===== config.mk =====
export PLATFORM = sky130hd
export DESIGN_NAME = poly_horner_op
export DESIGN_NICKNAME = d
export VERILOG_FILES = /design/src/rtl/poly_horner_op_pkg.sv /design/src/rtl/poly_horner_op_coef_rf.sv /design/src/rtl/poly_horner_op.sv
export SDC_FILE = /design/constraint.sdc
export NUM_CORES = 1
export LEC_CHECK = 0
export ABC_AREA = 1
export BUFFER_PORTS_ARGS = -buffer_cell sky130_fd_sc_hd__clkbuf_2
export CAP_MARGIN = 10
export CORE_ASPECT_RATIO = 0.75
export CORE_MARGIN = 1
export CORE_UTILIZATION = 40
export CTS_CLUSTER_DIAMETER = 30
export DETAILED_ROUTE_END_ITERATION = 7
export HOLD_SLACK_MARGIN = 0.06
export PLACE_DENSITY = 0.53
export SYNTH_ARGS = -nofsm -noshare
export SYNTH_HDL_FRONTEND = slang
export SYNTH_SLANG_ARGS = --single-unit

===== constraint.sdc =====
create_clock -name ck -period 7.4 [get_ports ck]
set_input_delay 1.48 -clock ck [delete_from_list [all_inputs] [get_ports ck]]
set_output_delay 1.48 -clock ck [all_outputs]
set_load 0.005 [all_outputs]

===== src/rtl/poly_horner_op_pkg.sv =====
// Shared types for the Horner polynomial evaluator.
package poly_horner_op_pkg;

  // Control FSM states
  typedef enum logic [1:0] {
    IDLE = 2'd0,
    MUL  = 2'd1,
    ADD  = 2'd2
  } state_t;

  // Operation select for the shared add/multiply unit
  typedef enum logic {
    OP_MUL = 1'b0,
    OP_ADD = 1'b1
  } op_sel_t;

endpackage


===== src/rtl/poly_horner_op_coef_rf.sv =====
// Coefficient register file: one synchronous write port, one asynchronous read port.
module poly_coef_rf #(
  parameter int unsigned WIDTH      = 16,
  parameter int unsigned MAX_DEGREE = 7
) (
  input  logic                                  ck,
  input  logic                                  rst,
  input  logic                                  we,
  input  logic [$clog2(MAX_DEGREE+1)-1:0]       wr_addr,
  input  logic [WIDTH-1:0]                      wr_data,
  input  logic [$clog2(MAX_DEGREE+1)-1:0]       rd_addr,
  output logic [WIDTH-1:0]                      rd_data
);

  localparam int unsigned DEG_W = $clog2(MAX_DEGREE + 1);
  localparam int unsigned DEPTH = MAX_DEGREE + 1;

  logic [WIDTH-1:0] mem [DEPTH];

  // Storage: cleared on reset; addresses beyond MAX_DEGREE match no entry and are dropped
  always_ff @(posedge ck or negedge rst) begin
    if (!rst) begin
      for (int unsigned i = 0; i < DEPTH; i++) mem[i] <= '0;
    end else if (we) begin
      for (int unsigned i = 0; i < DEPTH; i++)
        if (wr_addr == DEG_W'(i)) mem[i] <= wr_data;
    end
  end

  // Asynchronous read mux
  always_comb begin
    rd_data = '0;
    for (int unsigned i = 0; i < DEPTH; i++)
      if (rd_addr == DEG_W'(i)) rd_data = mem[i];
  end

endmodule


===== src/rtl/poly_horner_op.sv =====
// Horner-method polynomial evaluator on one shared add/multiply unit.
module poly_horner_op
  import poly_horner_op_pkg::*;
#(
  parameter int unsigned WIDTH      = 16,
  parameter int unsigned MAX_DEGREE = 7,
  parameter int unsigned DEG_W      = $clog2(MAX_DEGREE + 1)
) (
  input  logic             ck,
  input  logic             rst,
  input  logic             coef_we,
  input  logic [DEG_W-1:0] coef_addr,
  input  logic [WIDTH-1:0] coef_data,
  input  logic [WIDTH-1:0] x,
  input  logic [DEG_W-1:0] degree,
  input  logic             start,
  output logic             busy,
  output logic             done,
  output logic [WIDTH-1:0] result,
  output logic             ovf
);

  state_t           state, state_nxt;
  op_sel_t          op;
  logic [WIDTH-1:0] acc, x_reg;
  logic [DEG_W-1:0] idx, d_sel, rd_addr;
  logic [WIDTH-1:0] coef_rd;
  logic             accept, rf_we, deg_in_range;
  logic [2*WIDTH-1:0] prod;
  logic [WIDTH:0]   sum;
  logic [WIDTH-1:0] unit_res;
  logic             unit_ovf;

  poly_coef_rf #(
    .WIDTH      (WIDTH),
    .MAX_DEGREE (MAX_DEGREE)
  ) u_coef_rf (
    .ck      (ck),
    .rst     (rst),
    .we      (rf_we),
    .wr_addr (coef_addr),
    .wr_data (coef_data),
    .rd_addr (rd_addr),
    .rd_data (coef_rd)
  );

  // Clamp requested degree to MAX_DEGREE
  always_comb begin
    deg_in_range = 1'b0;
    for (int unsigned i = 0; i <= MAX_DEGREE; i++)
      if (degree == DEG_W'(i)) deg_in_range = 1'b1;
    d_sel = deg_in_range ? degree : DEG_W'(MAX_DEGREE);
  end

  // Control decode: accept/write gating, read address and unit op select
  always_comb begin
    accept  = (state == IDLE) && start;
    rf_we   = (state == IDLE) && coef_we && !start;
    rd_addr = (state == IDLE) ? d_sel : idx;
    op      = (state == MUL) ? OP_MUL : OP_ADD;
  end

  // Shared add/multiply unit with overflow/carry detect
  always_comb begin
    prod     = '0;
    sum      = '0;
    unit_res = '0;
    unit_ovf = 1'b0;
    case (op)
      OP_MUL: begin
        prod     = {{WIDTH{1'b0}}, acc} * {{WIDTH{1'b0}}, x_reg};
        unit_res = prod[WIDTH-1:0];
        unit_ovf = |prod[2*WIDTH-1:WIDTH];
      end
      default: begin
        sum      = {1'b0, acc} + {1'b0, coef_rd};
        unit_res = sum[WIDTH-1:0];
        unit_ovf = sum[WIDTH];
      end
    endcase
  end

  // State register
  always_ff @(posedge ck or negedge rst) begin
    if (!rst) state <= IDLE;
    else      state <= state_nxt;
  end

  // Next-state logic
  always_comb begin
    state_nxt = state;
    case (state)
      IDLE:    if (accept && (d_sel != '0)) state_nxt = MUL;
      MUL:     state_nxt = ADD;
      ADD:     state_nxt = (idx == '0) ? IDLE : MUL;
      default: state_nxt = IDLE;
    endcase
  end

  // Datapath and registered outputs; busy rises on the first MUL edge so it
  // spans the edge after acceptance up to done
  always_ff @(posedge ck or negedge rst) begin
    if (!rst) begin
      acc    <= '0;
      x_reg  <= '0;
      idx    <= '0;
      result <= '0;
      ovf    <= 1'b0;
      done   <= 1'b0;
      busy   <= 1'b0;
    end else begin
      done <= 1'b0;
      case (state)
        IDLE: begin
          if (accept) begin
            x_reg <= x;
            acc   <= coef_rd;
            idx   <= d_sel;
            ovf   <= 1'b0;
            if (d_sel == '0) begin
              result <= coef_rd;
              done   <= 1'b1;
            end
          end
        end
        MUL: begin
          acc  <= unit_res;
          ovf  <= ovf | unit_ovf;
          idx  <= idx - DEG_W'(1);
          busy <= 1'b1;
        end
        ADD: begin
          ovf <= ovf | unit_ovf;
          if (idx == '0) begin
            result <= unit_res;
            done   <= 1'b1;
            busy   <= 1'b0;
          end else begin
            acc <= unit_res;
          end
        end
        default: ;
      endcase
    end
  end

endmodule


======== Yosys cells after proc, flatten, opt, wreduce, memory -nomap -nowiden ========
Cells that the tools add are included.
storage, ports and cells
  register bits ........................... 184
  latch bits .............................. 0
  bits in writable memories ............... 0
  bits in read-only memories .............. 0
  input bits .............................. 42
  output and inout bits ................... 19
  logic and storage cells ................. 121
  memories kept ........................... 0
operators by class
  add/subtract/negate cells ............... 2
  $mul .................................... 1
  div/mod/pow operators ................... 0
  $lt $le $gt $ge ......................... 0
  eq/ne operators ......................... 28
  shift-type cells ........................ 0
  muxes and demuxes ....................... 40
  bitwise operators ....................... 1
  reductions and logical operators ........ 33
operator list
  kind                                                 number
  two-way mux 16 bit                                   14
  case mux 16 bit (3 select lines)                     1
  equality test 3 bit, second input constant           12
  multiplier 16 x 16 -> 32 bit                         1
  case mux 16 bit (2 select lines)                     1
  AND reduction 2 bit                                  12
  equality test 3 x 2 -> 1 bit, second input constant  6
  adder 16 x 16 -> 17 bit                              1
  OR reduction 16 bit                                  1
  logical NOT 3 bit                                    5
  two-way mux 1 bit                                    15
  equality test 3 x 1 -> 1 bit, second input constant  3
  two-way mux 3 bit                                    3
  nonzero test 2 bit                                   4
  != test 2 bit, second input constant                 3
  case mux 1 bit (2 select lines)                      3
  case mux 2 bit (3 select lines)                      1
  case mux 3 bit (2 select lines)                      1
  nonzero test 3 bit                                   2
  logical AND 1 bit                                    4
  != test 2 x 1 -> 1 bit, second input constant        2
  AND reduction 4 bit                                  1
  AND reduction 3 bit                                  1
  subtractor 3 x 1 -> 3 bit, second input constant     1
  7 further kinds                                      7

======== Depth between registers and ports, before layout ========
Gate-level depths: netlist of run 1.
  word-level depth ........................ 24
  mapped depth ............................ 33
  depth with buffers taken out ............ 31

======== Hierarchy ========
Synthesis of run 1 repeated with hierarchy kept, for this count alone.
unflattened totals
  cells, all modules ...................... 2448
  area total of the unflattened synthesis .. 18557.8 µm²
modules (own cells, without submodules)
  module          instances  cells an instance  area an instance (µm²)  seq. area each (µm²)
  poly_horner_op  1          1785               12842.3                 1401.3
  poly_coef_rf    1          663                5715.5                  3203.1

======== Worst setup path after synthesis of run 1 ========
OpenSTA, ideal clock, no wires.
  kind .................................... flip-flop to flip-flop
  start point ............................. register acc[15]
  end point ............................... register ovf
  library setup time ...................... 0.124 ns
  data arrival time ....................... 5.455 ns
  required time ........................... 7.276 ns
  slack ................................... 1.821 ns
  stages on the path, launching flop included .. 27
  path buffers ............................ 2
  cell sequence ........................... dfrtp_1 clkbuf_1 clkbuf_1 nand2_1 fa_1 fa_1 inv_1 fa_1 inv_1 fa_1 fa_1 fa_1 inv_1 ha_1 nand2_1 nor2_1 inv_1 nor3_1 nand3_1 nand4_1 nand2_1 nor2_1 nand2_1 nor2_1 nand3_1 nand2_1 a21oi_1
on the way
  word-level cells in the longest chain between the ends .. 5
ends and longest elaborated chain
  element                              line                                          source
  from (decl)                          poly_horner_op.sv:25                          logic [WIDTH-1:0] acc, x_reg;
  from (signal assigned)               poly_horner_op.sv:117                         acc <= coef_rd;
  from (signal assigned)               poly_horner_op.sv:127                         acc <= unit_res;
  from (signal assigned)               poly_horner_op.sv:139                         acc <= unit_res;
  multiplier 16 x 16 -> 32 bit         poly_horner_op.sv:71                          prod = {{WIDTH{1'b0}}, acc} * {{WIDTH{1'b0}}, x_reg};
  OR reduction 16 bit                  poly_horner_op.sv:73                          unit_ovf = |prod[2*WIDTH-1:WIDTH];
  two-way mux 1 bit (*)                poly_horner_op.sv:69                          case (op)
  OR 1 bit (*)                         poly_horner_op.sv:128, poly_horner_op.sv:133
  case mux 1 bit (2 select lines) (*)  poly_horner_op.sv:113                         case (state)
  to (signal assigned)                 poly_horner_op.sv:128                         ovf <= ovf | unit_ovf;
  to (signal assigned)                 poly_horner_op.sv:133                         ovf <= ovf | unit_ovf;
  to (decl)                            poly_horner_op.sv:20                          output logic ovf
Every way passes the cells marked *; elsewhere a longest branch is shown, timed or not.
A chain may end at the register's enable or synchronous reset.

======== Worst setup path after layout of run 1 ========
  start point ............................. register acc[10]
  end point ............................... register ovf
Same word-level chain as after synthesis.

==> impl_metrics.yaml, run 1 <==
synth:
  synth_top_cell_area_share_pct: 24.88
  post-synth-top-area-cell: "dfrtp_1"
  syn_nets: 2837
  avgSynthCellArea_um2: 7.480
  yosysMostFrequentCell: "nand2_1"
  ys_async_sr_fraction_pct: 100.0
  synth_area_leaders: "dfrtp_1, fa_1, nand2_1, inv_1, ha_1"
  synth_top_flop_cell: "dfrtp_1"
  synthTopCellsByCount: "nand2_1, inv_1, fa_1"
  synth-edff-count: 0
  yosys_warnings: 0
  yosysSeqAreaShare_pct: 24.88
  ys_ff_latch: 184
  synth_cells: 2474
  netlist_area_um2: 18510
  synth_cell_types: 44
final_layout:
  nets: 2828
  largest_reg_flops: 128
  drive_gt1_share_pct: 6.497
  utilization_pct: 43.94
  max_flop_register: "u_coef_rf.mem"
  final_cell_area_um2: 19850
  fillers: 4631
  syn_to_final_growth_pct: 7.288
sta:
  rsz0062_at_grt: "no"
  finClkSkew_ns: 0.02293
  setup_tns_ns: 0
  final-setup-viol-count: 0
  tightest_slew_ns: 1.125
  relSlewSlack_pct: 24.83
  period_share_pct: 89.39
  fin_crit_ns: 6.615
  drv_slew: 0
  max_freq_ghz: 0.1512
  hold_viol: 0
cts:
  cts.clk_slew.worst_paths_ns: 0.09
  ctsHoldBuffers: 0
  clock_sinks: 184
  cts_resized: 0
  numCtsBuffers: 17
  cts_tree: "built"
  clock_latency_ns: 0.46
  root_buffer: "clkbuf_16"
  cts_setup_buffers: 0
  clock_path_buffers: 2
  h-tree-depth: 4
detailed_routing:
  drc: 0
  first_pass_iters: 6
  wl_per_cell_um: 16.43
  postRouteAntennaNets: 0
  first_iter_violations: 1232
  viasPerCell: 4.984
  dr_total_vias: 15280
  wirelength_um: 50350
global_routing:
  grt-ovfl-total: 0
  track_usage_pct: 22.51
  first_global_vias: 14990
  antenna_found_initial: 0
  grt_pass1_wl_um: 83240
  grt_max_degree: 81
die:
  die_w_um: 250.4
  die_area_um2: 47140
  start_util_pct: 40.95
  coreArea_um2: 45180
  ioPinCount: 61
  fp.dieH_um: 188.3
  row_count: 67
critical_path:
  path_class: "reg2reg"
  cp-end-kind: "register"
  arrival_ns: 6.96
  startpoint_type: "register"
  critPathMaxFanout: 18
  required_ns: 7.74
run:
  maxCapViolCount: 0
placed_design:
  post-dp-hpwl_um: 40420
  place_area_um2: 19280
  gp_congestion: 0.9088
  io_buffers: 60
min_path:
  min_path_type: "reg2reg"
outcome:
  status: "complete, no violations"
==> metrics by stage <==
step           hold slack, ns  setup slack, ns  instances
2_1_floorplan          0.4455            1.821       2474
3_3_place_gp           0.4610           0.8656       3032
3_5_place_dp           0.4671           0.8351       3032
4_1_cts                0.4852           0.8049       3064
5_1_grt                0.5044           0.4546       3064
6_report               0.4824           0.7851       3065
==> final timing paths <==
check,startpoint,depth (start not counted),slack (ns),end
max,acc[10],22,0.79,ovf
min in group asynchronous,rst,1,1.07,u_coef_rf.mem[92]
max reg2reg,acc[10],22,0.79,ovf
max in group asynchronous,rst,2,5.04,u_coef_rf.mem[36]
min reg2reg,u_coef_rf.mem[45],2,0.48,u_coef_rf.mem[45]
min,u_coef_rf.mem[45],2,0.48,u_coef_rf.mem[45]
==> per-layer routing <==
| metal | GRT usage (%) | wire length [um] |
|---|---|---|
| met1 | 36.84 | 27130 |
| met2 | 30.72 | 19610 |
| met3 | 3.868 | 3248 |
| met4 | 3.539 | 361 |
| met5 | 0 | 0 |
==> cell families after synthesis <==
family                   count (synthesis)  synth area share (%)
AO/OA/AOI/OAI                          280                 7.972
XOR/XNOR                                18                0.8519
adder cells (fa/ha/maj)                321                 29.61
buffers and inverters                  609                 12.64
flip-flops                             184                 24.88
multiplexers                            18                 1.082
AND/OR/NAND/NOR                       1044                 22.96
==> final cells by class <==
class	count	area (um^2)	share of cell area [%]
Antenna cell	1	2.502	0.01260
Clock buffer	19	442.9	2.231
Clock inverter	13	127.6	0.6428
Inverter	493	1853	9.333
Multi-Input combinational cell	1681	11570	58.28
Sequential cell	184	4604	23.19
Tap cell	586	733.2	3.693
Timing Repair Buffer	88	519.2	2.615
==> worst max-delay path, cell delays in order, from the launching register on <==
cell and delay, ns:
dfrtp_1 1.07, nand2_1 0.19, fa_1 0.57, fa_1 0.60, fa_1 0.46, fa_1 0.55
inv_1 0.05, fa_1 0.49, fa_1 0.43, ha_1 0.46, nand2_1 0.19, nor2_1 0.27
nand3_1 0.12, nand3_1 0.26, nand2_1 0.12, nand4_1 0.10, nand2_1 0.06, nor2_1 0.11
nand2_1 0.07, nor2_1 0.09, nand3_1 0.08, nand2_1 0.08, a21oi_1 0.06
==> cell usage in the layout, fill, tap and decap left out, types with 4 or more instances in the layout <==
master	n
o211ai_1	7
nor3_4	4
mux2_2	16
xnor2_1	4
xor2_1	14
nand4_1	27
clkbuf_2	59
nand3_1	107
inv_6	4
a21oi_1	72
fa_1	195
o21ai_0	167
a21o_1	4
inv_1	484
clkbuf_16	17
o21ai_1	13
dfrtp_1	184
ha_1	126
o21ai_2	4
inv_8	4
buf_4	28
nor2_1	67
inv_2	6
nand2_1	814
nor3_1	8
a21boi_0	4
Power of run 1 is not shown: default switching activity piles up to over one toggle a cycle in this logic, so the estimate is an artifact.
==> run 2: changes to the inputs <==
--- a/config.mk
+++ b/config.mk
@@ -14,7 +14,7 @@
 export CTS_CLUSTER_DIAMETER = 30
 export DETAILED_ROUTE_END_ITERATION = 7
 export HOLD_SLACK_MARGIN = 0.06
-export PLACE_DENSITY = 0.53
+export PLACE_DENSITY = 0.63
 export SYNTH_ARGS = -nofsm -noshare
 export SYNTH_HDL_FRONTEND = slang
 export SYNTH_SLANG_ARGS = --single-unit
==> constraint.sdc (replaced) <==
create_clock -name ck -period 7.1 [get_ports ck]
set_input_delay 1.42 -clock ck [delete_from_list [all_inputs] [get_ports ck]]
set_output_delay 1.42 -clock ck [all_outputs]
set_load 0.005 [all_outputs]
==> run 2 against run 1 <==
Clock-buffer cell count shrank 2. Cell count is essentially flat. Cell area grew 0.26%. First-iteration DRC count grew 12%. Fmax grew 0.66%. Sequential share of layout area shrank 0.061 points. Critical endpoint unchanged.
==> impl_metrics.yaml, run 2 (same netlist as run 1, synthesis figures left out) <==
critical_path:
  slowest_delay_ns: 0.90
  slowest_stage: "dfrtp_1"
  reg2reg_depth: 22
  crit_family: "adder cells"
  arrival_ns: 6.91
  rr_startpoint: "acc[10]"
  path_cells: "nand2_1 -> fa_1 -> fa_1 -> fa_1 -> fa_1 -> inv_1 -> fa_1 -> fa_1 -> ha_1 -> nand2_1 -> nor2_1 -> nand3_1 -> nand3_1 -> nand2_1 -> nand4_1 -> nand2_1 -> nor2_1 -> nand2_1 -> nor2_1 -> nand3_1 -> nand2_1 -> a21oi_1"
  path_buf_inv: 1
  worstSetupStartpoint: "acc[10]"
  r2r_end: "ovf"
  required_ns: 7.44
  critPathMaxFanout: 18
  r2r_slack_ns: 0.53
  path_class: "reg2reg"
  startpoint_type: "register"
  cp.depth: 22
  cp-end-kind: "register"
cts:
  h-tree-depth: 4
  root_buffer: "clkbuf_16"
  cts.clk_slew.worst_paths_ns: 0.07
  cts_resized: 0
  cts_tree: "built"
  ctsHoldBuffers: 0
  clock_latency_ns: 0.47
  numCtsBuffers: 17
  cts_setup_buffers: 0
  clock_path_buffers: 2
  clock_sinks: 184
final_layout:
  antennaDiodeCount: 0
  final_cells: 3063
  fillers: 4547
  drive_gt1_share_pct: 6.459
  largest_reg_flops: 128
  max_flop_register: "u_coef_rf.mem"
  layout_commonest_cell: "nand2_1"
  final_cell_area_um2: 19910
  final_cell_mix: "nand2_1, inv_1, fa_1, dfrtp_1, o21ai_0"
  syn_to_final_growth_pct: 7.573
  nets: 2827
sta:
  fin_crit_ns: 6.571
  setup_tns_ns: 0
  period_share_pct: 92.55
  final-setup-viol-count: 0
  layout_setup_ws_ns: 0.5288
  tightest_slew_ns: 1.060
  relSlewSlack_pct: 29.35
  drv_slew: 0
  rsz0062_at_grt: "no"
  finClkSkew_ns: 0.01604
  hold_viol: 0
  max_freq_ghz: 0.1522
placed_design:
  io_buffers: 60
  place_area_um2: 19250
  pre_cts_ws_ns: 0.6922
  dpl.cell_count: 3029
  gp_congestion: 0.9489
  post-dp-hpwl_um: 39470
detailed_routing:
  first_iter_violations: 1375
  postRouteAntennaNets: 0
  dr_total_vias: 15550
  wirelength_um: 49410
  first_pass_iters: 6
  viasPerCell: 5.076
  wl_per_cell_um: 16.13
  drc: 0
global_routing:
  grt_pass1_wl_um: 81880
  antenna_found_initial: 0
  track_usage_pct: 21.94
  grt-ovfl-total: 0
  first_global_vias: 15110
  grt_max_degree: 110
die:
  die_w_um: 250.4
  ioPinCount: 61
  start_util_pct: 40.95
  row_count: 67
  die_area_um2: 47140
  fp.dieH_um: 188.3
  coreArea_um2: 45180
outcome:
  status: "complete, no violations"
min_path:
  holdPathEnd: "u_coef_rf.mem[45]"
  holdPathStages: 2
  min_from: "u_coef_rf.mem[45]"
  min_path_type: "reg2reg"
run:
  maxCapViolCount: 0
## run 2: layout make-up
type / count / area [um^2] / share of cell area [%]
tap: 586 / 733.2 / 3.683
timing repair buffer: 87 / 539.3 / 2.709
multi-input combinational: 1681 / 11570 / 58.10
clock inverter: 15 / 185.2 / 0.9302
inverter: 493 / 1853 / 9.309
clock buffer: 17 / 425.4 / 2.137
sequential: 184 / 4604 / 23.13
## run 2: worst max path at each step
stage | endpoint | slack (ns)
final | ovf | 0.53
after global routing | ovf | 0.36
after CTS | ovf | 0.68
after detailed placement | ovf | 0.69
after global placement | ovf | 0.75
after floorplan | ovf | 1.52
## run 2: layer usage
metal  vias up  track usage (%)  share of wire [%]
li1       7474                -                  -
met2       551            30.53                 40
met1      7496            34.24                 50
met4         0            4.412               0.93
met3        28            5.028                8.8
met5         -                0                  0
## run 2: metrics by stage
| stage | hold slack, ns | utilization (%) |
|---|---|---|
| global placement | 0.4604 | 42.61 |
| floorplan | 0.4455 | - |
| detailed placement | 0.4687 | 42.61 |
| CTS | 0.4875 | 43.96 |
| finish | 0.4842 | 44.06 |
| global route | 0.5060 | 44.06 |
## run 2: worst register-to-register path: cells and delay by family (launching register included)
| kind | cells | cell delay [ns] |
|---|---|---|
| fa+ha+maj | 7 | 3.47 |
| buf+inv | 1 | 0.06 |
| flops | 1 | 0.90 |
| simple gates | 13 | 1.97 |
| compound gates | 1 | 0.06 |
Power of run 2 is left out for the same reason.
==> run 3: changes to the inputs <==
--- a/config.mk
+++ b/config.mk
@@ -14,7 +14,7 @@
 export CTS_CLUSTER_DIAMETER = 30
 export DETAILED_ROUTE_END_ITERATION = 7
 export HOLD_SLACK_MARGIN = 0.06
-export PLACE_DENSITY = 0.63
+export PLACE_DENSITY = 0.65
 export SYNTH_ARGS = -nofsm -noshare
 export SYNTH_HDL_FRONTEND = slang
 export SYNTH_SLANG_ARGS = --single-unit
==> constraint.sdc (replaced) <==
create_clock -name ck -period 5.9 [get_ports ck]
set_input_delay 1.18 -clock ck [delete_from_list [all_inputs] [get_ports ck]]
set_output_delay 1.18 -clock ck [all_outputs]
set_load 0.005 [all_outputs]
==> run 3 against run 2 <==
Fmax rose by 16%. Register-to-register slack got worse by 0.30 ns. Setup slack got worse by 0.30 ns. Critical endpoint unchanged. Hold slack got worse by 0.0038 ns. Routed wire length rose by 3.1%. First-iteration DRC count rose by 4.3%. Critical path depth rose by 1. Global-route usage rose by 0.53 points. Cell area rose by 4.0%. Largest cell class unchanged.
==> impl_metrics.yaml, run 3 (same netlist as run 1, synthesis figures left out) <==
outcome:
  status: "complete, no violations"
final_layout:
  nets: 2896
  layout_commonest_cell: "nand2_1"
  max_flop_register: "u_coef_rf.mem"
  drive_gt1_share_pct: 11.39
  final_cells: 3132
  syn_to_final_growth_pct: 11.88
  antennaDiodeCount: 0
  largest_reg_flops: 128
  final_cell_mix: "nand2_1, inv_1, fa_1, o21ai_0, dfrtp_1"
cts:
  cts_tree: "built"
  numCtsBuffers: 17
  clock_latency_ns: 0.47
  ctsHoldBuffers: 0
  h-tree-depth: 4
  root_buffer: "clkbuf_16"
  cts.clk_slew.worst_paths_ns: 0.08
  clock_sinks: 184
  clock_path_buffers: 2
critical_path:
  path_cells: "buf_4 -> nand2_1 -> fa_1 -> fa_1 -> fa_1 -> fa_1 -> fa_1 -> fa_1 -> inv_1 -> ha_4 -> nand2_2 -> nor2_2 -> inv_1 -> nor3_4 -> nand2_1 -> nand2_1 -> xor2_1 -> nor2_1 -> nand2_1 -> nor2_1 -> nand3_1 -> nand2_1 -> a21oi_1"
  cp.depth: 23
  path_class: "reg2reg"
  slowest_delay_ns: 0.62
  rr_startpoint: "acc[8]"
  slowest_stage: "fa_1"
  cpMostUsedCell: "fa_1"
  critPathMaxFanout: 6
  arrival_ns: 6.03
  path_buf_inv: 3
  startpoint_type: "register"
  reg2reg_depth: 23
  required_ns: 6.25
  crit_family: "adder cells"
  r2r_end: "ovf"
  r2r_slack_ns: 0.22
  cp-end-kind: "register"
detailed_routing:
  first_pass_iters: 5
  first_iter_violations: 1434
  wirelength_um: 50960
  postRouteAntennaNets: 0
  drc: 0
  dr_total_vias: 15730
  viasPerCell: 5.023
  wl_per_cell_um: 16.27
global_routing:
  track_usage_pct: 22.47
  grt_pass1_wl_um: 84120
  grt-ovfl-total: 0
  first_global_vias: 15560
  antenna_found_initial: 0
  grt_max_degree: 121
min_path:
  holdPathStages: 2
  holdPathEnd: "u_coef_rf.mem[2]"
  min_from: "u_coef_rf.mem[2]"
  min_path_type: "reg2reg"
sta:
  max_freq_ghz: 0.1762
  finClkSkew_ns: 0.01810
  relSlewSlack_pct: 29.15
  hold_viol: 0
  final-setup-viol-count: 0
  fin_crit_ns: 5.676
  tightest_slew_ns: 1.063
  period_share_pct: 96.20
  drv_slew: 0
die:
  row_count: 67
  start_util_pct: 40.95
  die_w_um: 250.4
  fp.dieH_um: 188.3
  coreArea_um2: 45180
  ioPinCount: 61
  die_area_um2: 47140
placed_design:
  post-dp-hpwl_um: 41150
  gp_congestion: 0.9538
  io_buffers: 60
  dpl.cell_count: 3079
run:
  maxCapViolCount: 0
[run 3: worst min-delay path, cell delays in order, from the launching register on]
cell and delay [ns]:
dfrtp_1 0.34, nand2_1 0.05, o21ai_0 0.05
[run 3: layout make-up]
type	count	area [um^2]
clock buffers	20	446.7
clock inverters	12	113.9
fillers	4430	24480
inverters	493	1853
multi-input cells	1681	11780
flip-flops and latches	184	4636
well taps	586	733.2
repair buffers	156	1137
[run 3: per-layer routing]
layer / up-vias / GRT usage, % / routed length, um
li1: 7601 / - / -
met1: 7598 / 35.36 / 25410
met2: 504 / 31.67 / 21210
met3: 30 / 4.490 / 3869
met4: 0 / 4.035 / 464
met5: - / 0 / 0
[run 3: worst max path at each step]
| stage | startpoint | endpoint |
|---|---|---|
| 6_report | acc[8] | ovf |
| 5_1_grt | acc[9] | ovf |
| 4_1_cts | acc[8] | ovf |
| 3_5_place_dp | x_reg[4] | ovf |
| 3_3_place_gp | x_reg[4] | ovf |
| 2_1_floorplan | acc[15] | ovf |
[run 3: per-stage QoR]
stage	cell area, um^2	utilization, %	hold WS, ns	setup WS, ns	setup TNS (ns)
after floorplan	18510	-	0.4455	0.3208	0
after global placement	19650	43.50	0.4610	-0.1706	-0.1846
after detailed placement	19650	43.50	0.4660	-0.1428	-0.1428
after CTS	20240	44.78	0.4837	0.01035	0
after global routing	20700	45.82	0.5018	-0.009249	-0.009249
final	20700	45.82	0.4803	0.2245	0
[run 3: repair_timing]
item,CTS,global route
gates resized for setup,12,65
setup endpoints to repair,1,9
buffers inserted,0,20
pin swaps,0,5
Power of run 3 is left out for the same reason.
